File: config.mk
export PLATFORM = sky130hd
export DESIGN_NAME = rs232_tx_framer_flat
export DESIGN_NICKNAME = d
export VERILOG_FILES = /design/src/rtl/rs232_pkg.sv /design/src/rtl/rs232_tx_framer_if.sv /design/src/rtl/rs232_baud_tick.sv /design/src/rtl/rs232_tx_framer.sv /design/src/flat_wrapper.sv
export SDC_FILE = /design/constraint.sdc
export NUM_CORES = 1
export LEC_CHECK = 0
export CORE_UTILIZATION = 40
export CTS_CLUSTER_SIZE = 14
export DETAILED_ROUTE_END_ITERATION = 16
export PLACE_DENSITY = 0.66
export SETUP_SLACK_MARGIN = 0.4
export SYNTH_ARGS = -nofsm -noshare
export SYNTH_HDL_FRONTEND = slang
export SYNTH_SLANG_ARGS = --single-unit
File: constraint.sdc
create_clock -name clk -period 2.3 [get_ports clk]
set_input_delay 0.23 -clock clk [delete_from_list [all_inputs] [get_ports clk]]
set_output_delay 0.23 -clock clk [all_outputs]
set_load 0.05 [all_outputs]
File: src/rtl/rs232_pkg.sv
// Shared RS-232 definitions: character width, default baud divider, framer states.
// DATA_W is also used by the upstream parity generator.
package rs232_pkg;

  localparam int DATA_W               = 7;
  localparam int DEFAULT_CLKS_PER_BIT = 434;  // 50 MHz / 115200

  typedef enum logic [2:0] {
    ST_IDLE,
    ST_START,
    ST_DATA,
    ST_PARITY,
    ST_STOP
  } state_t;

  // Counter width for a divider of n; never narrower than one bit.
  function automatic int cnt_width(input int n);
    return (n <= 1) ? 1 : $clog2(n);
  endfunction

endpackage

File: src/rtl/rs232_tx_framer_if.sv
// Upstream character handshake into the framer.
// valid/ready: a transfer happens on a rising edge where data_valid && data_ready;
// data and parity_bit must be stable and aligned while data_valid is high.
interface rs232_tx_framer_if;

  logic [rs232_pkg::DATA_W-1:0] data;
  logic                         parity_bit;
  logic                         data_valid;
  logic                         data_ready;

  modport master (output data, output parity_bit, output data_valid, input data_ready);
  modport slave  (input data, input parity_bit, input data_valid, output data_ready);

endinterface

File: src/rtl/rs232_baud_tick.sv
// Bit-period tick generator: counts 0..CLKS_PER_BIT-1 and wraps, with a synchronous restart.
module rs232_baud_tick
  import rs232_pkg::*;
#(
  parameter int CLKS_PER_BIT = DEFAULT_CLKS_PER_BIT
) (
  input  logic clk,
  input  logic rst,
  input  logic restart,
  output logic tick
);

  localparam int               CNT_W = cnt_width(CLKS_PER_BIT);
  localparam logic [CNT_W-1:0] LAST  = CNT_W'(CLKS_PER_BIT - 1);

  logic [CNT_W-1:0] cnt;

  assign tick = (cnt == LAST);

  always_ff @(posedge clk) begin
    if (rst || restart || tick) begin
      cnt <= '0;
    end else begin
      cnt <= cnt + CNT_W'(1);
    end
  end

endmodule

File: src/rtl/rs232_tx_framer.sv
// RS-232 transmit framer: start bit, 7 data bits LSB first, supplied parity, 1 or 2 stop bits.
// tx is a flop loaded from the next-state decode, so the line never glitches.
module rs232_tx_framer
  import rs232_pkg::*;
#(
  parameter int CLKS_PER_BIT = DEFAULT_CLKS_PER_BIT,
  parameter int STOP_BITS    = 1
) (
  input  logic                 clk,
  input  logic                 rst,
  rs232_tx_framer_if.slave     up,
  output logic                 tx,
  output logic                 busy,
  output logic                 frame_done,
  output state_t               state_dbg
);

  state_t            state, state_n;
  logic [2:0]        bit_idx, bit_idx_n;
  logic [DATA_W-1:0] hold_data;
  logic              hold_par;
  logic              tick;
  logic              accept;
  logic              tx_n;

  assign up.data_ready = (state == ST_IDLE);
  assign accept        = up.data_valid && up.data_ready;
  assign busy          = (state != ST_IDLE);
  assign state_dbg     = state;

  // Any state change realigns the bit period to the first cycle of the new state.
  rs232_baud_tick #(
    .CLKS_PER_BIT(CLKS_PER_BIT)
  ) u_baud (
    .clk    (clk),
    .rst    (rst),
    .restart(state_n != state),
    .tick   (tick)
  );

  always_ff @(posedge clk) begin
    if (rst) begin
      state     <= ST_IDLE;
      bit_idx   <= '0;
      tx        <= 1'b1;
      hold_data <= '0;
      hold_par  <= 1'b0;
    end else begin
      state   <= state_n;
      bit_idx <= bit_idx_n;
      tx      <= tx_n;
      if (accept) begin
        hold_data <= up.data;
        hold_par  <= up.parity_bit;
      end
    end
  end

  always_comb begin
    state_n    = state;
    bit_idx_n  = bit_idx;
    frame_done = 1'b0;
    unique case (state)
      ST_IDLE: begin
        if (accept) begin
          state_n   = ST_START;
          bit_idx_n = '0;
        end
      end
      ST_START: begin
        if (tick) begin
          state_n   = ST_DATA;
          bit_idx_n = '0;
        end
      end
      ST_DATA: begin
        if (tick) begin
          if (bit_idx == 3'(DATA_W - 1)) begin
            state_n   = ST_PARITY;
            bit_idx_n = '0;
          end else begin
            bit_idx_n = bit_idx + 3'd1;
          end
        end
      end
      ST_PARITY: begin
        if (tick) begin
          state_n   = ST_STOP;
          bit_idx_n = '0;
        end
      end
      ST_STOP: begin
        if (tick) begin
          if (bit_idx == 3'(STOP_BITS - 1)) begin
            state_n    = ST_IDLE;
            bit_idx_n  = '0;
            frame_done = 1'b1;
          end else begin
            bit_idx_n = bit_idx + 3'd1;
          end
        end
      end
      default: begin
        state_n   = ST_IDLE;
        bit_idx_n = '0;
      end
    endcase
  end

  // Line level for the cycle after this edge; the data bit comes from the captured character.
  always_comb begin
    tx_n = 1'b1;
    unique case (state_n)
      ST_IDLE:   tx_n = 1'b1;
      ST_START:  tx_n = 1'b0;
      ST_DATA:   tx_n = hold_data[bit_idx_n];
      ST_PARITY: tx_n = hold_par;
      ST_STOP:   tx_n = 1'b1;
      default:   tx_n = 1'b1;
    endcase
  end

endmodule

File: src/flat_wrapper.sv
// flat-port wrapper written by rule: the top's interface ports become plain ports
module rs232_tx_framer_flat import rs232_pkg::*;
#(
  parameter int CLKS_PER_BIT = DEFAULT_CLKS_PER_BIT,
  parameter int STOP_BITS    = 1
)
  (clk, rst, tx, busy, frame_done, state_dbg, up_data, up_parity_bit, up_data_valid, up_data_ready);
  rs232_tx_framer_if up_i ();
  input  logic clk;
  input  logic rst;
  output logic tx;
  output logic busy;
  output logic frame_done;
  output state_t state_dbg;
  input wire logic [$bits(up_i.data)-1:0] up_data;
  input wire logic [$bits(up_i.parity_bit)-1:0] up_parity_bit;
  input wire logic [$bits(up_i.data_valid)-1:0] up_data_valid;
  output wire logic [$bits(up_i.data_ready)-1:0] up_data_ready;
  assign up_i.data = up_data;
  assign up_i.parity_bit = up_parity_bit;
  assign up_i.data_valid = up_data_valid;
  assign up_data_ready = up_i.data_ready;
  rs232_tx_framer #(.CLKS_PER_BIT(CLKS_PER_BIT), .STOP_BITS(STOP_BITS)) u_core (.clk(clk), .rst(rst), .up(up_i), .tx(tx), .busy(busy), .frame_done(frame_done), .state_dbg(state_dbg));
endmodule
# [Yosys cells after proc, flatten, opt, wreduce, memory -nomap -nowiden]
# Cells that the tools add are included.
[totals] out_inout_bits=7 inputBits=11 register_bits=24 elab_cells=47
[classes] n_mux=21 n_reduce_logical=7 n_lt_le_gt_ge=1 n_addsub=2 n_eq_ne=10
[ops] cell="two-way mux 3 bit" count=13
[ops] cell="case mux 3 bit (5 select lines)" count=1
[ops] cell="equality test 3 x 2 -> 1 bit, second input constant" count=4
[ops] cell="case mux 3 bit (4 select lines)" count=1
[ops] cell="adder 9 x 1 -> 9 bit, second input constant" count=1
[ops] cell="equality test 9 bit, second input constant" count=1
[ops] cell="equality test 3 x 1 -> 1 bit, second input constant" count=2
[ops] cell="equality test 3 bit, second input constant" count=2
[ops] cell="zero test 3 bit" count=2
[ops] cell="less-than comparator 3 x 4 -> 1 bit, second input constant" count=1
[ops] cell="two-way mux 1 bit" count=4
[ops] cell="adder 3 x 1 -> 3 bit, second input constant" count=1
[ops] cell="binary-select mux 1 bit (select 3 bit)" count=1
[ops] cell="!= test 3 bit" count=1
[ops] cell="case mux 1 bit (3 select lines)" count=1
[ops] cell="nonzero test 3 bit" count=1
[ops] cell="logical OR 1 bit" count=2
[ops] cell="OR reduction 2 bit" count=1
[ops] cell="logical AND 1 bit" count=1

# [Logic depth before layout (Yosys ltp)]
# Gate-level depths: netlist of the first run.
[depth] ltp_word=7 depth_mapped=9

# [Modules after synthesis]
# From an unflattened synthesis of the first run, not the netlist that was laid out.
[hier_totals] hier_cells=172 hier_area_um2=1410.1
[modules_own_cells] module="rs232_tx_framer" seq_area_each_um2=300.3 n_inst=1 cells_per_inst=126 area_each_um2=996.0
[modules_own_cells] module="rs232_baud_tick" seq_area_each_um2=180.2 n_inst=1 cells_per_inst=46 area_each_um2=414.1

# [Least setup slack after synthesis of the first run]
# No wires, ideal clock.
[synth_timing] path_type="register to register" start="reg u_core.state[2] (netlist: u_core.state_dbg[2])" end="reg u_core.tx" n_path_buf=1 setup_slack_ns=-0.015 stages_incl_launch_ff=9 t_arrival_ns=2.193 required_time_ns=2.178 path_cell_list="dfxtp_1 buf_6 or3_4 inv_2 a211oi_4 o211ai_1 o211ai_2 a221oi_1 o31ai_2"
[synth_between] elab_chain_cells=7 word_cells_on_any_way=23 classes_between="7 x eq/ne; 13 x mux; 3 x reduce/logical"
[synth_lines] item="start: declaration" line_no="rs232_tx_framer.sv:18" source="state_t state, state_n;"
[synth_lines] item="start signal: assignment" line_no="rs232_tx_framer.sv:49" source="state <= state_n;"
[synth_lines] item="zero test 3 bit *" line_no="rs232_tx_framer.sv:26" source="assign up.data_ready = (state == ST_IDLE);"
[synth_lines] item="net up_data_ready" line_no="flat_wrapper.sv:18" source="output wire logic [$bits(up_i.data_ready)-1:0] up_data_ready;"
[synth_lines] item="logical AND 1 bit" line_no="rs232_tx_framer.sv:27" source="assign accept = up.data_valid && up.data_ready;"
[synth_lines] item="two-way mux 3 bit" line_no="rs232_tx_framer.sv:65" source="if (accept) begin"
[synth_lines] item="case mux 3 bit (4 select lines)" line_no="rs232_tx_framer.sv:63" source="unique case (state)"
[synth_lines] item="binary-select mux 1 bit (select 3 bit)" line_no="rs232_tx_framer.sv:116" source="ST_DATA: tx_n = hold_data[bit_idx_n];"
[synth_lines] item="two-way mux 1 bit (implied by the code)" line_no="rs232_tx_framer.sv:116"
[synth_lines] item="case mux 1 bit (3 select lines) *" line_no="rs232_tx_framer.sv:113" source="unique case (state_n)"
[synth_lines] item="end signal: assignment" line_no="rs232_tx_framer.sv:51" source="tx <= tx_n;"
[synth_lines] item="end: declaration" line_no="rs232_tx_framer.sv:12" source="output logic tx,"
# The timed path passes the listed nets; every way through them passes the cells marked *. The select of a mux whose other input is x is not followed.
# A chain may end at the register's enable or synchronous reset.

# [Final worst setup path of the first run]
[layout_timing] start="reg u_core.u_baud.cnt[1]" end="reg u_core.tx"
[layout_between] elab_chain_cells=6 word_cells_on_any_way=16 classes_between="4 x eq/ne; 12 x mux"
[layout_lines] item="start: declaration" line_no="rs232_baud_tick.sv:16" source="logic [CNT_W-1:0] cnt;"
[layout_lines] item="start signal: assignment" line_no="rs232_baud_tick.sv:24" source="cnt <= cnt + CNT_W'(1);"
[layout_lines] item="equality test 9 bit *" line_no="rs232_baud_tick.sv:18" source="assign tick = (cnt == LAST);"
[layout_lines] item="two-way mux 3 bit (on tied branches)"
[layout_lines] item="case mux 3 bit (4 select lines)" line_no="rs232_tx_framer.sv:63"
[layout_lines] item="binary-select mux 1 bit (select 3 bit)" line_no="rs232_tx_framer.sv:116"
[layout_lines] item="two-way mux 1 bit (implied by the code)" line_no="rs232_tx_framer.sv:116"
[layout_lines] item="case mux 1 bit (3 select lines) *" line_no="rs232_tx_framer.sv:113"
# Every way passes the cells marked *; elsewhere a longest branch is shown, timed or not. The select of a mux whose other input is x is not followed.

==> reports/metrics.yaml, run 1 <==
outcome: "complete, no violations"
p_leak_nw: 0.660
r2r_cells: 8
routed_wl_um: 3280
setup_tns_ns: 0
finalNonFillerCells: 231
worstPathRequired_ns: 2.52
areaGrowthSynthToFinish_pct: 29.1
grt_first_pass_wirelength_um: 5400
cts_tree: "done"
first_iter_violations: 46
power_density_nw_per_um2: 415
cp.depth: 8
min_from: "up_data[1]"
crit_fanout: 4
die_area_um2: 3800
wl_per_cell_um: 14.2
antenna_cells: 0
grt_pass1_vias: 1201
antenna_found_initial: 0
crit_path_cell_trace: "inv_2 -> ha_4 -> and4b_2 -> a311oi_4 -> o211ai_1 -> buf_4 -> a221oi_4 -> o31ai_2"
placed_area_um2: 1640
r2r_end: "u_core.tx"
drive_gt1_frac: 0.297
coreArea_um2: 3360
setup_slack_ns: 0.242
die_height_um: 61.6
fin_nets: 202
hold_path.class: "primary input to flip-flop"
pin_count: 18
num_vias: 1225
worst-r2r-setup-slack_ns: 0.24
grtUsageTotal: 0.194
synth_nets: 175
fmax_mhz: 486
cpMaxStageDelayCell: "a311oi_4"
ys_async_sr_fraction: 0
hpwl_um: 2200
clock_path_buffers: 2
clkSinkCount: 24
ir_drop_mv: 0.240
ys.flop_type: "dfxtp_1"
synth_edf_count: 0
clock_skew_ns: 0.00595
clkTransAtPathRegs_ns: 0.13
critPathMaxStageDelay_ns: 0.38
drv_slew: 0
holdPathStages: 3
drc: 0
final_area_um2: 1840
cts_buffers: 3
grt_max_degree: 17
max_cap_viol_count: 0
initial_utilization: 0.423
crit_arrival_ns: 2.27
yosysTopAreaCell: "dfxtp_1"
cp-end-kind: "flip-flop"
dp_slack_ns: 0.146
ant_nets: 0
tightest_slew_ns: 0.704
critPathBufInv: 2
timing.rr.start: "u_core.u_baud.cnt[1]"
vias_per_cell: 5.30
synth_area_um2: 1420
hold_end: "u_core.hold_data[1]"
path_class: "flip-flop to flip-flop"
root_buffer: "clkbuf_4"
relSlewSlack: 0.528
worstSkewPairLatency_ns: 0.32
synth_seq_cells: 24
place_congestion: 0.836
rsz0062_at_grt: "true"
syn_avg_cell_area_um2: 8.94
fp-row-count: 21
dr.pass1.iters: 4
utilization: 0.546
synthTopCellsByArea: "dfxtp_1 34%, nand2_1 5.8%, nor2_1 4.5%"
htreeDepth: 1
start_kind: "flip-flop"
ys_seq_area_frac: 0.338
post-route-min-period_ns: 2.06
hold_viol_final: 0
synth.distinct_cells: 52
cp_top_family: "compound AO/OA/AOI/OAI gates"
io_buffers: 17
ys.warnings.count: 0
post-route-period-util: 0.895
setup_violations: 0
dp.cells: 218
synthDominantCellAreaShare: 0.338
syn_inst: 159
grt-ovfl-total: 0
fp.dieW_um: 61.6
## cells by family (layout without fill, tap and decap cells)
group / count (synthesis) / after routing / share of synthesized area
and+or+nand+nor: 69 / 69 / 0.287
adders and majority gates: 5 / 5 / 0.0440
xor gates and xnor gates: 8 / 8 / 0.0493
AOI/OAI and AO/OA: 38 / 39 / 0.221
buffers and inverters: 14 / 39 / 0.0537
muxes: 1 / 1 / 0.00704
DFF: 24 / 24 / 0.338
## area by class of cell
cell class	instances	area, µm²
Timing Repair Buffer	27	243
Tap cell	46	57.6
Clock buffer	4	26.3
Multi-Input combinational cell	122	978
Fill cell	329	1530
Inverter	8	37.5
Sequential cell	24	493
## cell usage in the layout (no fill, tap or decap), types with 2 or more instances in the layout
cell	instances
nor2b_1	2
o2111ai_1	2
and3_1	3
buf_4	8
nor3_1	3
dfxtp_1	18
a21oi_1	9
xnor2_1	6
clkbuf_4	3
nand3_1	3
clkdlybuf4s50_1	13
buf_6	3
o21ai_4	2
xor2_1	2
clkbuf_2	2
inv_1	6
nor2_1	16
nand2_1	22
dfxtp_4	2
dfxtp_2	4
ha_1	4
o21a_1	3
or3_4	2
o211ai_1	2
## where the power goes
part | leakage (nW) | switching [mW] | internal, mW
clock | 0.0150 | 0.123 | 0.0679
combinational | 0.447 | 0.0720 | 0.0558
sequential | 0.199 | 0.0153 | 0.428
total | 0.660 | 0.210 | 0.551
## tightest hold or removal path, stage by stage
cell and delay [ns]:
clkdlybuf4s50_1 0.39, nand2_1 0.05, a21oi_1 0.05
## how the worst max path moves through the flow
stage                          from        end  slack, ns
6_report       u_core.u_baud.cnt[1]  u_core.tx       0.24
5_1_grt        u_core.u_baud.cnt[1]  u_core.tx       0.13
4_1_cts           u_core.bit_idx[0]  u_core.tx       0.25
3_5_place_dp          up_data_valid  u_core.tx       0.15
3_3_place_gp          up_data_valid  u_core.tx       0.15
2_1_floorplan   u_core.state_dbg[1]  u_core.tx       0.32
## registers in the layout (all words and copies together), names as in the netlist
register / flops
u_core.bit_idx: 3
u_core.hold_data: 7
u_core.hold_par: 1
u_core.state_dbg: 3
u_core.tx: 1
u_core.u_baud.cnt: 9
## metal layers
metal	part of all wire	wire, µm	GRT usage	vias up
li1	-	-	-	624
met1	0.47	1550	0.246	578
met2	0.49	1610	0.332	16
met3	0.019	63	0.0231	7
met4	0.017	57	0.0825	0
met5	0	0	0	-
## stage by stage
| step | hold slack, ns | total power, mW |
|---|---|---|
| floorplan | 0.297 | 0.518 |
| global placement | 0.446 | 0.559 |
| detailed placement | 0.450 | 0.562 |
| finish | 0.446 | 0.762 |
| CTS | 0.447 | 0.763 |
| global route | 0.464 | 0.800 |
## cell usage after synthesis (2+ instances only)
cell / n
o2111ai_1: 3
o211ai_1: 2
o21a_1: 4
buf_6: 3
a211oi_1: 2
clkbuf_1: 2
nand3_1: 3
a21oi_1: 10
xor2_1: 2
nand2_1: 22
and3_1: 3
nor3_1: 5
nor2b_1: 3
inv_1: 7
ha_1: 5
o21ai_0: 2
xnor2_1: 6
dfxtp_1: 24
or3_4: 2
nor2_1: 17
## repair_timing
action	4_1_cts	5_1_grt
gates resized for setup	16	16
cloned	1	0
setup endpoints to repair	14	13
setup buffers	6	2
pin swaps	14	9
hold buffers	0	0
endpoints found under the hold margin	0	0
(Power assumes the default switching activity.)
==> run 2: changes to the inputs <==
- CAP_MARGIN: default -> 20
==> results of run 2 <==
The final DEF is identical to that of run 1; final timing and power are the same.
